**config.mk**
```make
export PLATFORM = sky130hd
export DESIGN_NAME = uart_rx_ctrl
export DESIGN_NICKNAME = d
export VERILOG_FILES = /design/src/rtl/uart_pkg.sv /design/src/rtl/uart_rx_timeout.sv /design/src/rtl/uart_rx_ctrl.sv
export SDC_FILE = /design/constraint.sdc
export NUM_CORES = 1
export LEC_CHECK = 0
export ABC_AREA = 1
export BUFFER_PORTS_ARGS = -buffer_cell sky130_fd_sc_hd__buf_2
export CAP_MARGIN = 20
export CORE_AREA = 2 2 73 75
export CTS_CLUSTER_SIZE = 12
export DETAILED_ROUTE_END_ITERATION = 12
export DIE_AREA = 0 0 75 77
export GPL_ROUTABILITY_DRIVEN = 0
export HOLD_SLACK_MARGIN = 0.1
export PLACE_DENSITY_LB_ADDON = 0.05
export SLEW_MARGIN = 15
export SYNTH_ARGS = -nofsm -noshare
export SYNTH_HDL_FRONTEND = slang
export SYNTH_SLANG_ARGS = --single-unit
```
**constraint.sdc**
```tcl
create_clock -name clk_i -period 6.5 [get_ports clk_i]
set_input_delay 1.3 -clock clk_i [delete_from_list [all_inputs] [get_ports clk_i]]
set_output_delay 1.3 -clock clk_i [all_outputs]
set_load 0.005 [all_outputs]
```
**src/rtl/uart_pkg.sv**
```systemverilog
// Shared definitions for the UART receive path: controller state encoding,
// status bit layout and the held FIFO entry format.
package uart_pkg;

    localparam logic [1:0] RXC_IDLE = 2'd0;
    localparam logic [1:0] RXC_EVAL = 2'd1;
    localparam logic [1:0] RXC_OUT  = 2'd2;

    localparam int ST_PE  = 0;
    localparam int ST_FE  = 1;
    localparam int ST_BRK = 2;
    localparam int ST_OVR = 3;
    localparam int ST_TO  = 4;
    localparam int ST_W   = 5;

    localparam int DATA_W = 8;

    typedef struct packed {
        logic [DATA_W-1:0] data;
        logic              pe;
        logic              fe;
    } rx_entry_t;

endpackage

```
**src/rtl/uart_rx_timeout.sv**
```systemverilog
// Character timeout: counts baud ticks while data waits unread, saturates at
// TIMEOUT_TICKS and pulses reach_o on the tick that gets there.
module uart_rx_timeout #(
    parameter int TIMEOUT_TICKS = 640,
    parameter int TO_CNT_W      = 10
) (
    input  logic clk_i,
    input  logic rst_i,
    input  logic clr_i,
    input  logic tick_i,
    output logic reach_o
);

    localparam logic [TO_CNT_W-1:0] LIMIT    = TO_CNT_W'(TIMEOUT_TICKS);
    localparam logic [TO_CNT_W-1:0] LIMIT_M1 = TO_CNT_W'(TIMEOUT_TICKS - 1);

    logic [TO_CNT_W-1:0] cnt_q;

    always_ff @(posedge clk_i or posedge rst_i) begin
        if (rst_i) begin
            cnt_q <= '0;
        end else if (clr_i) begin
            cnt_q <= '0;
        end else if (tick_i && (cnt_q != LIMIT)) begin
            cnt_q <= cnt_q + 1'b1;
        end
    end

    assign reach_o = tick_i & ~clr_i & (cnt_q == LIMIT_M1);

endmodule

```
**src/rtl/uart_rx_ctrl.sv**
```systemverilog
// RX FIFO sequencing controller: pops entries, filters errored bytes, hands
// clean bytes out over valid/ready and keeps sticky W1C status plus an IRQ.
module uart_rx_ctrl
    import uart_pkg::*;
#(
    parameter int TIMEOUT_TICKS = 640,
    parameter int TO_CNT_W      = 10,
    parameter int ERR_CNT_W     = 8
) (
    input  logic                 clk_i,
    input  logic                 rst_i,
    input  logic                 en_i,
    input  logic                 drop_err_i,
    input  logic                 baud_tick_i,
    input  logic                 rx_not_empty_i,
    input  logic [7:0]           rx_data_i,
    input  logic                 err_parity_i,
    input  logic                 err_frame_i,
    input  logic                 break_bit_i,
    input  logic                 rx_overrun_i,
    output logic                 rx_rd_en_o,
    output logic [7:0]           data_o,
    output logic                 data_valid_o,
    input  logic                 data_ready_i,
    output logic [ST_W-1:0]      status_o,
    input  logic [ST_W-1:0]      status_clr_i,
    input  logic [ST_W-1:0]      irq_en_i,
    output logic                 irq_o,
    output logic [ERR_CNT_W-1:0] err_cnt_o
);

    function automatic logic [ERR_CNT_W-1:0] sat_inc(input logic [ERR_CNT_W-1:0] v);
        return (&v) ? v : v + 1'b1;
    endfunction

    logic [1:0]            state_q, state_d;
    rx_entry_t             entry_p0;
    logic [ST_W-1:0]       status_q, status_set;
    logic                  irq_q;
    logic [ERR_CNT_W-1:0]  err_cnt_q;
    logic                  brk_prev_q;
    logic                  to_reach;
    logic                  held_err;

    // Pop is gated by reset so no strobe leaks out while the FSM is held.
    assign rx_rd_en_o = (state_q == RXC_IDLE) & en_i & rx_not_empty_i & ~rst_i;
    assign held_err   = entry_p0.pe | entry_p0.fe;

    always_comb begin
        state_d = state_q;
        case (state_q)
            RXC_IDLE: if (rx_rd_en_o) state_d = RXC_EVAL;
            RXC_EVAL: state_d = (held_err && drop_err_i) ? RXC_IDLE : RXC_OUT;
            RXC_OUT:  if (data_ready_i) state_d = RXC_IDLE;
            default:  state_d = RXC_IDLE;
        endcase
    end

    uart_rx_timeout #(
        .TIMEOUT_TICKS (TIMEOUT_TICKS),
        .TO_CNT_W      (TO_CNT_W)
    ) u_timeout (
        .clk_i   (clk_i),
        .rst_i   (rst_i),
        .clr_i   (~rx_not_empty_i | rx_rd_en_o),
        .tick_i  (baud_tick_i),
        .reach_o (to_reach)
    );

    always_comb begin
        status_set         = '0;
        status_set[ST_PE]  = (state_q == RXC_EVAL) & entry_p0.pe;
        status_set[ST_FE]  = (state_q == RXC_EVAL) & entry_p0.fe;
        status_set[ST_BRK] = break_bit_i & ~brk_prev_q;
        status_set[ST_OVR] = rx_overrun_i;
        status_set[ST_TO]  = to_reach;
    end

    // Pop / hold stage: entry captured on the pop edge, evaluated next cycle.
    always_ff @(posedge clk_i or posedge rst_i) begin
        if (rst_i) begin
            state_q    <= RXC_IDLE;
            entry_p0   <= '0;
            err_cnt_q  <= '0;
            status_q   <= '0;
            irq_q      <= 1'b0;
            brk_prev_q <= 1'b0;
        end else begin
            state_q    <= state_d;
            brk_prev_q <= break_bit_i;
            if (rx_rd_en_o) begin
                entry_p0 <= '{data: rx_data_i, pe: err_parity_i, fe: err_frame_i};
            end
            if ((state_q == RXC_EVAL) && held_err) begin
                err_cnt_q <= sat_inc(err_cnt_q);
            end
            // Set beats clear when both hit the same bit.
            status_q <= (status_q & ~status_clr_i) | status_set;
            irq_q    <= |(status_q & irq_en_i);
        end
    end

    assign data_o       = entry_p0.data;
    assign data_valid_o = (state_q == RXC_OUT);
    assign status_o     = status_q;
    assign irq_o        = irq_q;
    assign err_cnt_o    = err_cnt_q;

endmodule
```
==> impl_metrics.ini, run 1 <==
[global_routing]
grt_antenna_before_repair = 0
grt_pass1_vias = 1454
grt_usage_pct = 14.7
grt_start_max_net_pins = 39
grt_first_pass_wirelength_mm = 6.43
overflow = 0

[detailed_routing]
drt_iter0_markers = 26
viasPerCell = 4.37
drt_wl_total_mm = 3.86
dr_total_vias = 1589
ant_nets = 0
firstDrtPassIters = 4
drc = 0
post_drt_wl_per_cell_microns = 10.6

[synth]
ys_seq_elements = 37
syn_avg_cell_area_sq_um = 7.93
netlist_instances = 247
synth_area_sq_um = 1960
yosysTopAreaCell = dfrtp_1
ys_types = 27
yosys_warnings = 0
synth-seq-area-share_pct = 47.3
synth.net_count = 279
post-synth-top-area-fraction_pct = 47.3
ys_top_cells_by_area = dfrtp_1 (47%), nand2_1 (17%), nand3_1 (5.9%)

[cts]
htree_levels = 2
cts_tree = done
clock-root-buffer = clkbuf_8
clk_pin_slew_worst_paths_ps = 70
clock-sinks = 37
postCtsHoldBufs = 0
cts_made_buffers = 5
clk_path_buf_depth = 2
post_cts_resized = 0
clkLatencyLatePin_ps = 290
post_cts_buffers = 0

[sta]
slew_headroom_pct = 68.1
fin_setup_tns_ps = 0
period_needed_ps = 3940
setup_ws_ps = 2560
drv_slew = 0
final_hold_viol_count = 0
tightest_slew_ps = 479
finalCritPeriodShare_pct = 60.6
rsz0062_at_grt = false
setup_viol = 0
fin_skew_ps = 11.8
fmax_mhz = 254

[final_layout]
nFillCells = 541
final_area_sq_um = 2310
multiInputGateArea_sq_um = 801
antenna_cells = 0
post-route-util_pct = 46.4
finalNonFillerCells = 364
area_growth_pct = 17.9
final-seq-area_sq_um = 926
nets = 325
drive_above_1_share_pct = 23.8

[die]
placementRows = 26
die_x_microns = 75
fp.dieH_microns = 77
ios = 53
core_area_sq_um = 4980
dieArea_sq_um = 5780
start_util_pct = 39.4

[critical_path]
arrival_ps = 2640
required_ps = 5200
critPathLaunchType = input pin
endpoint_kind = primary output
cp_max_fo = 38
critPathKind = in2out

[place]
hpwl_mm = 2.81
dp_slack_ps = 2490
placed_area_sq_um = 2190
port_buffers = 52
place_inst = 356

[power]
p_leak_nw = 1.26
powerDensity_nw_per_um2 = 253
ir_worst_vdd_uv = 118

[run_status]
outcome = finished clean

[flow_run]
maxCapViolCount = 0

[hold_path]
worst_hold_path_type = reg2reg
-- worst max-delay path, stage by stage --
cell and delay, ps:
buf_2 90, inv_1 40, buf_4 410, nand4_2 390, inv_4 250, buf_2 140
-- synthesized netlist by cell type (all sizes together) --
cell type  count
nand2         92
dfrtp         37
inv           29
nand3         24
nor2          20
buf           14
o21ai          8
xnor2          5
nand4          4
ha             3
o22ai          3
nor3           2
o21bai         2
xor2           2
a221oi         1
o31ai          1
-- layout make-up --
class                           instances  share of cell area [%]
Sequential cell                        37                    40.1
Multi-Input combinational cell        167                    34.7
Timing Repair Buffer                   53                    11.6
Inverter                               29                    4.82
Tap cell                               70                    3.79
Clock buffer                            7                    3.74
Clock inverter                          1                    1.30
-- kinds of logic after synthesis --
group	after synthesis	synth area share, %
adder cells (fa/ha/maj)	3	1.92
AO/OA/AOI/OAI	15	4.60
XOR/XNOR	7	3.13
flip-flops	37	47.3
AND/OR/NAND/NOR	142	31.2
buffers and inverters	43	11.9
-- power by group --
group	switching, mW	leakage, nW	internal (mW)	total (mW)
clock	0.0830	0.0585	0.125	0.208
combinational	0.0485	0.714	0.0458	0.0943
sequential	0.0240	0.484	0.259	0.283
-- stage by stage --
step | hold WS, ps | power (mW)
2_1_floorplan | 399 | 0.354
6_report | 429 | 0.585
3_3_place_gp | 414 | 0.384
5_1_grt | 447 | 0.625
4_1_cts | 433 | 0.596
3_5_place_dp | 422 | 0.384
-- cell usage in the layout (no fill, tap or decap) --
cell	synthesis	routed
inv_4	1	1
o21bai_1	2	2
dfrtp_1	37	37
nor3_1	2	2
xnor2_1	5	5
nand4_1	3	3
nor2_1	17	17
xor2_1	2	2
buf_2	1	52
inv_1	27	27
nor2_4	1	1
o22ai_1	3	3
o21ai_1	4	4
nand4_2	1	1
inv_2	1	1
nand2_4	1	1
bufinv_16	0	1
ha_1	3	3
clkbuf_8	0	6
nand3_2	1	1
nand2_1	89	89
nand2_2	2	2
nor2_2	2	2
a221oi_1	1	1
o21ai_0	4	4
clkbuf_1	0	1
o31ai_1	1	1
nand3_1	23	23
buf_4	8	1
-- flip-flops by register name, indices dropped and copies added (netlist names) --
signal,count
err_cnt_o,8
data_o,8
state_q,2
status_o,5
u_timeout.cnt_q,10
brk_prev_q,1
irq_o,1
entry_p0,2
-- worst paths after layout --
kind	start	to	slack (ps)	cells past startpoint
max	rst_i	rx_rd_en_o	2560	6
min	brk_prev_q	status_o[2]	430	1
max reg2reg	u_timeout.cnt_q[0]	u_timeout.cnt_q[7]	4800	9
min reg2reg	brk_prev_q	status_o[2]	430	1
max in group asynchronous	rst_i	u_timeout.cnt_q[1]	5050	3
min in group asynchronous	rst_i	err_cnt_o[7]	1110	3
-- routing by layer --
| layer | global-route usage [%] | routed length [microns] | vias to the layer above |
|---|---|---|---|
| li1 | - | - | 851 |
| met1 | 17.2 | 1790 | 701 |
| met2 | 24.2 | 1830 | 32 |
| met3 | 4.34 | 183 | 5 |
| met4 | 6.43 | 61 | 0 |
| met5 | 0 | 0 | - |
No activity file was read; power rests on OpenSTA's default activity.
==> inputs of run 2 (changes only) <==
Clock period 6.5 ns to 3.17 ns, I/O delays scaled along.
==> run 2 against run 1 <==
Against the previous run:
- sequential power up 100%
- combinational power up 110%
- clock skew down 7.7 ps
- final cell count unchanged
- register-to-register slack worse by 3300 ps
- die area unchanged
- flip-flop and latch count unchanged
- cell area down 1.1%
- utilization down 0.50 points
- sequential share of layout area up 0.44 points
- global-route usage about the same
- critical path type unchanged
- largest cell class unchanged
==> impl_metrics.ini, run 2 (same netlist as run 1, synthesis figures left out) <==
[run_status]
outcome = finished clean

[die]
start_util_pct = 39.4
dieArea_sq_um = 5780
ios = 53
core_area_sq_um = 4980
placementRows = 26
die_x_microns = 75
fp.dieH_microns = 77

[hold_path]
whs_path_depth = 1
hp-start = brk_prev_q
worst_hold_path_type = reg2reg
worstHoldEndpoint = status_o[2]

[sta]
rsz0062_at_grt = false
final_hold_viol_count = 0
fin_setup_tns_ps = 0
fmax_mhz = 457
finalCritPeriodShare_pct = 69.0
tightest_slew_ps = 468
fin_skew_ps = 4.12
setup_viol = 0
setup_ws_ps = 983
slew_headroom_pct = 68.8
period_needed_ps = 2190
drv_slew = 0

[place]
dp_slack_ps = 952
hpwl_mm = 2.75
port_buffers = 52

[critical_path]
critPathTopFamily = buffers and inverters
arrival_ps = 1550
path_cells = buf_2 -> inv_1 -> nand4_2 -> inv_4 -> buf_2
r2r-end = u_timeout.cnt_q[9]
cp_max_fo = 13
required_ps = 2540
max_stage_delay_ps = 340
worstReg2RegStart = u_timeout.cnt_q[0]
critPathKind = in2out
r2r_slack_ps = 1510
path_buf_inv = 4
crit_path_frequent_cell = buf_2
endpoint_kind = primary output
cp_num_cells = 5
reg2reg_depth = 9
crit_slowest_cell = nand4_2
critPathLaunchType = input pin

[final_layout]
nets = 325
antenna_cells = 0
layout_commonest_cell = nand2_1
largest_reg_flops = 10
area_growth_pct = 16.6
mostFrequentLayoutCells = nand2_1 (89), buf_2 (52), dfrtp_1 (37)
drive_above_1_share_pct = 24.1
top_register = u_timeout.cnt_q

[global_routing]
grt_start_max_net_pins = 38
grt_usage_pct = 14.6
overflow = 0
grt_first_pass_wirelength_mm = 6.50
grt_pass1_vias = 1453
grt_antenna_before_repair = 0

[power]
p_leak_nw = 1.25
powerDensity_nw_per_um2 = 483
ir_worst_vdd_uv = 247

[detailed_routing]
firstDrtPassIters = 4
viasPerCell = 4.43
ant_nets = 0
dr_total_vias = 1612
drc = 0
post_drt_wl_per_cell_microns = 10.5
drt_iter0_markers = 82
drt_wl_total_mm = 3.82

[cts]
cts_made_buffers = 5
htree_levels = 2
clock-root-buffer = clkbuf_8
clkLatencyLatePin_ps = 290
postCtsHoldBufs = 0
post_cts_resized = 0
clock-sinks = 37
clk_path_buf_depth = 2
cts_tree = done
clk_pin_slew_worst_paths_ps = 70
post_cts_buffers = 0

[flow_run]
maxCapViolCount = 0
run 2: layout make-up:
cell class | instances | area (sq um)
clock buffers | 5 | 68.8
clock inverters | 3 | 22.5
fillers | 529 | 2690
inverters | 29 | 111
multi-input cells | 167 | 801
flip-flops and latches | 37 | 926
well taps | 70 | 87.6
repair buffers | 53 | 268
run 2: power breakdown:
part	leakage (nW)	switching, mW	internal, mW
sequential	0.484	0.0469	0.530
clock	0.0481	0.176	0.156
combinational	0.714	0.0999	0.0941
run 2: worst max-delay path by stage:
stage | start | to | slack (ps)
3_5_place_dp | rst_i | rx_rd_en_o | 950
3_3_place_gp | rst_i | rx_rd_en_o | 980
4_1_cts | rst_i | rx_rd_en_o | 950
5_1_grt | state_q[0] | rx_rd_en_o | 870
2_1_floorplan | rst_i | rx_rd_en_o | 480
6_report | rst_i | rx_rd_en_o | 980
run 2: routing by layer:
layer	track usage (%)	wire length (microns)	vias to the layer above
met5	0	0	-
met4	5.89	68	0
met3	4.07	194	5
met2	22.4	1800	42
met1	19.2	1760	713
li1	-	-	852
run 2: metrics by stage:
step,cells,area (sq um),hold WS [ps],util [%],total power [mW]
2_1_floorplan,247,1960,399,-,0.726
3_3_place_gp,356,2190,423,44.1,0.786
3_5_place_dp,356,2190,420,44.1,0.786
4_1_cts,364,2280,431,45.9,1.13
5_1_grt,364,2280,440,45.9,1.19
6_report,364,2280,425,45.9,1.10
==> inputs of run 3 (changes only) <==
Clock period 3.17 ns to 2.13 ns, I/O delays scaled along.
==> run 3 against run 2 <==
Against the previous run:
- wire length increased by 1.6%
- largest power group unchanged
- clock power grew 92%
- via count up 0.68%
- setup slack got worse by 810 ps
- total power increased by 62%
- worst hold slack worse by 170 ps
- final cell count increased by 0.27%
- sequential share of layout area is 0.63 points lower
- highest routed layer unchanged
- non-clock buffer count rose by 1
- flip-flop and latch count is the same
- cell area rose by 1.6%
==> impl_metrics.ini, run 3 (same netlist as run 1, synthesis figures left out) <==
[run_status]
outcome = finished clean

[sta]
drv_slew = 0
slew_headroom_pct = 68.4
period_needed_ps = 1960
setup_ws_ps = 171
finalCritPeriodShare_pct = 92.0
tightest_slew_ps = 474
rsz0062_at_grt = false
setup_viol = 0
fin_skew_ps = 3.14
fmax_mhz = 511
fin_setup_tns_ps = 0
final_hold_viol_count = 0

[cts]
cts_made_buffers = 5
clock-sinks = 37
post_cts_resized = 0
postCtsHoldBufs = 0
cts_tree = done
post_cts_buffers = 0
clock-root-buffer = clkbuf_8
clk_path_buf_depth = 2
clk_pin_slew_worst_paths_ps = 80
clkLatencyLatePin_ps = 290
htree_levels = 2

[detailed_routing]
ant_nets = 0
viasPerCell = 4.45
dr_total_vias = 1623
drc = 0
drt_iter0_markers = 32
drt_wl_total_mm = 3.89
firstDrtPassIters = 4
post_drt_wl_per_cell_microns = 10.6

[final_layout]
top_register = u_timeout.cnt_q
mostFrequentLayoutCells = nand2_1 (89), buf_2 (52), dfrtp_1 (37)
area_growth_pct = 18.5
nFillCells = 533
nets = 326
layout_commonest_cell = nand2_1
antenna_cells = 0
final_area_sq_um = 2320
largest_reg_flops = 10
drive_above_1_share_pct = 24.4
post-route-util_pct = 46.6

[power]
internal_power_mw = 1.31
clockPowerShare_pct = 35.7
p_leak_nw = 1.26
ir_worst_vdd_uv = 392
powerDensity_nw_per_um2 = 769
power_frac_seq_pct = 48.0
switching_power_mw = 0.473
pwr-share-comb_pct = 16.3
total_power_mw = 1.79
swShare_pct = 26.5

[flow_run]
maxCapViolCount = 0

[critical_path]
cp_max_fo = 13
arrival_ps = 1530
path_cells = nor2_1 -> nand4_2 -> inv_4 -> buf_2
critPathKind = reg2out
crit_slowest_cell = dfrtp_1
max_stage_delay_ps = 420
endpoint_kind = primary output
critPathLaunchType = flip-flop
required_ps = 1700

[hold_path]
worst_hold_path_type = in2reg

[die]
fp.dieH_microns = 77
start_util_pct = 39.4
core_area_sq_um = 4980
dieArea_sq_um = 5780
ios = 53
die_x_microns = 75
placementRows = 26

[global_routing]
grt_antenna_before_repair = 0
grt_pass1_vias = 1639
overflow = 0
grt_usage_pct = 15.2
grt_first_pass_wirelength_mm = 6.89
grt_start_max_net_pins = 38

[place]
dp_slack_ps = 368
port_buffers = 52
placed_area_sq_um = 2200
hpwl_mm = 2.93
## run 3: layout make-up
cell class                      instances  area (sq um)  area share, %
Inverter                               29           115           4.96
Sequential cell                        37           926           39.9
Tap cell                               70          87.6           3.77
Timing Repair Buffer                   54           275           11.9
Clock buffer                            7          86.3           3.72
Multi-Input combinational cell        167           801           34.5
Clock inverter                          1          30.0           1.29
## run 3: metrics by stage
| stage | hold WS, ps | cells |
|---|---|---|
| finish | 252 | 365 |
| CTS | 250 | 365 |
| global route | 244 | 365 |
| detailed placement | 422 | 357 |
| global placement | 407 | 357 |
| floorplan | 394 | 247 |
## run 3: routing by layer
metal	GRT usage, %	vias up	routed length [microns]
met2	25.9	32	1910
met1	18.3	726	1740
li1	-	859	-
met5	0	-	0
met3	3.94	6	178
met4	5.00	0	57
## run 3: critical path, delay by kind of cell (launching register included)
family	cells	cell delay, ps
buffers and inverters	2	380
and+or+nand+nor	2	440
DFF	1	420
## run 3: final timing paths
path | startpoint | endpoint | slack (ps) | cells past startpoint
setup / recovery | state_q[0] | rx_rd_en_o | 170 | 4
hold / removal | break_bit_i | brk_prev_q | 250 | 1
setup reg to reg | state_q[0] | u_timeout.cnt_q[7] | 540 | 7
hold reg to reg | brk_prev_q | status_o[2] | 430 | 1
max in group asynchronous | rst_i | err_cnt_o[7] | 1510 | 3
min in group asynchronous | rst_i | u_timeout.cnt_q[4] | 270 | 3
## run 3: power by group through the flow
stage / clock network (mW) / logic (mW) / registers, mW
floorplan: 0 / 0.215 / 0.867
global placement: 0 / 0.297 / 0.874
detailed placement: 0 / 0.298 / 0.873
CTS: 0.651 / 0.299 / 0.859
global route: 0.691 / 0.341 / 0.872
finish: 0.637 / 0.291 / 0.857
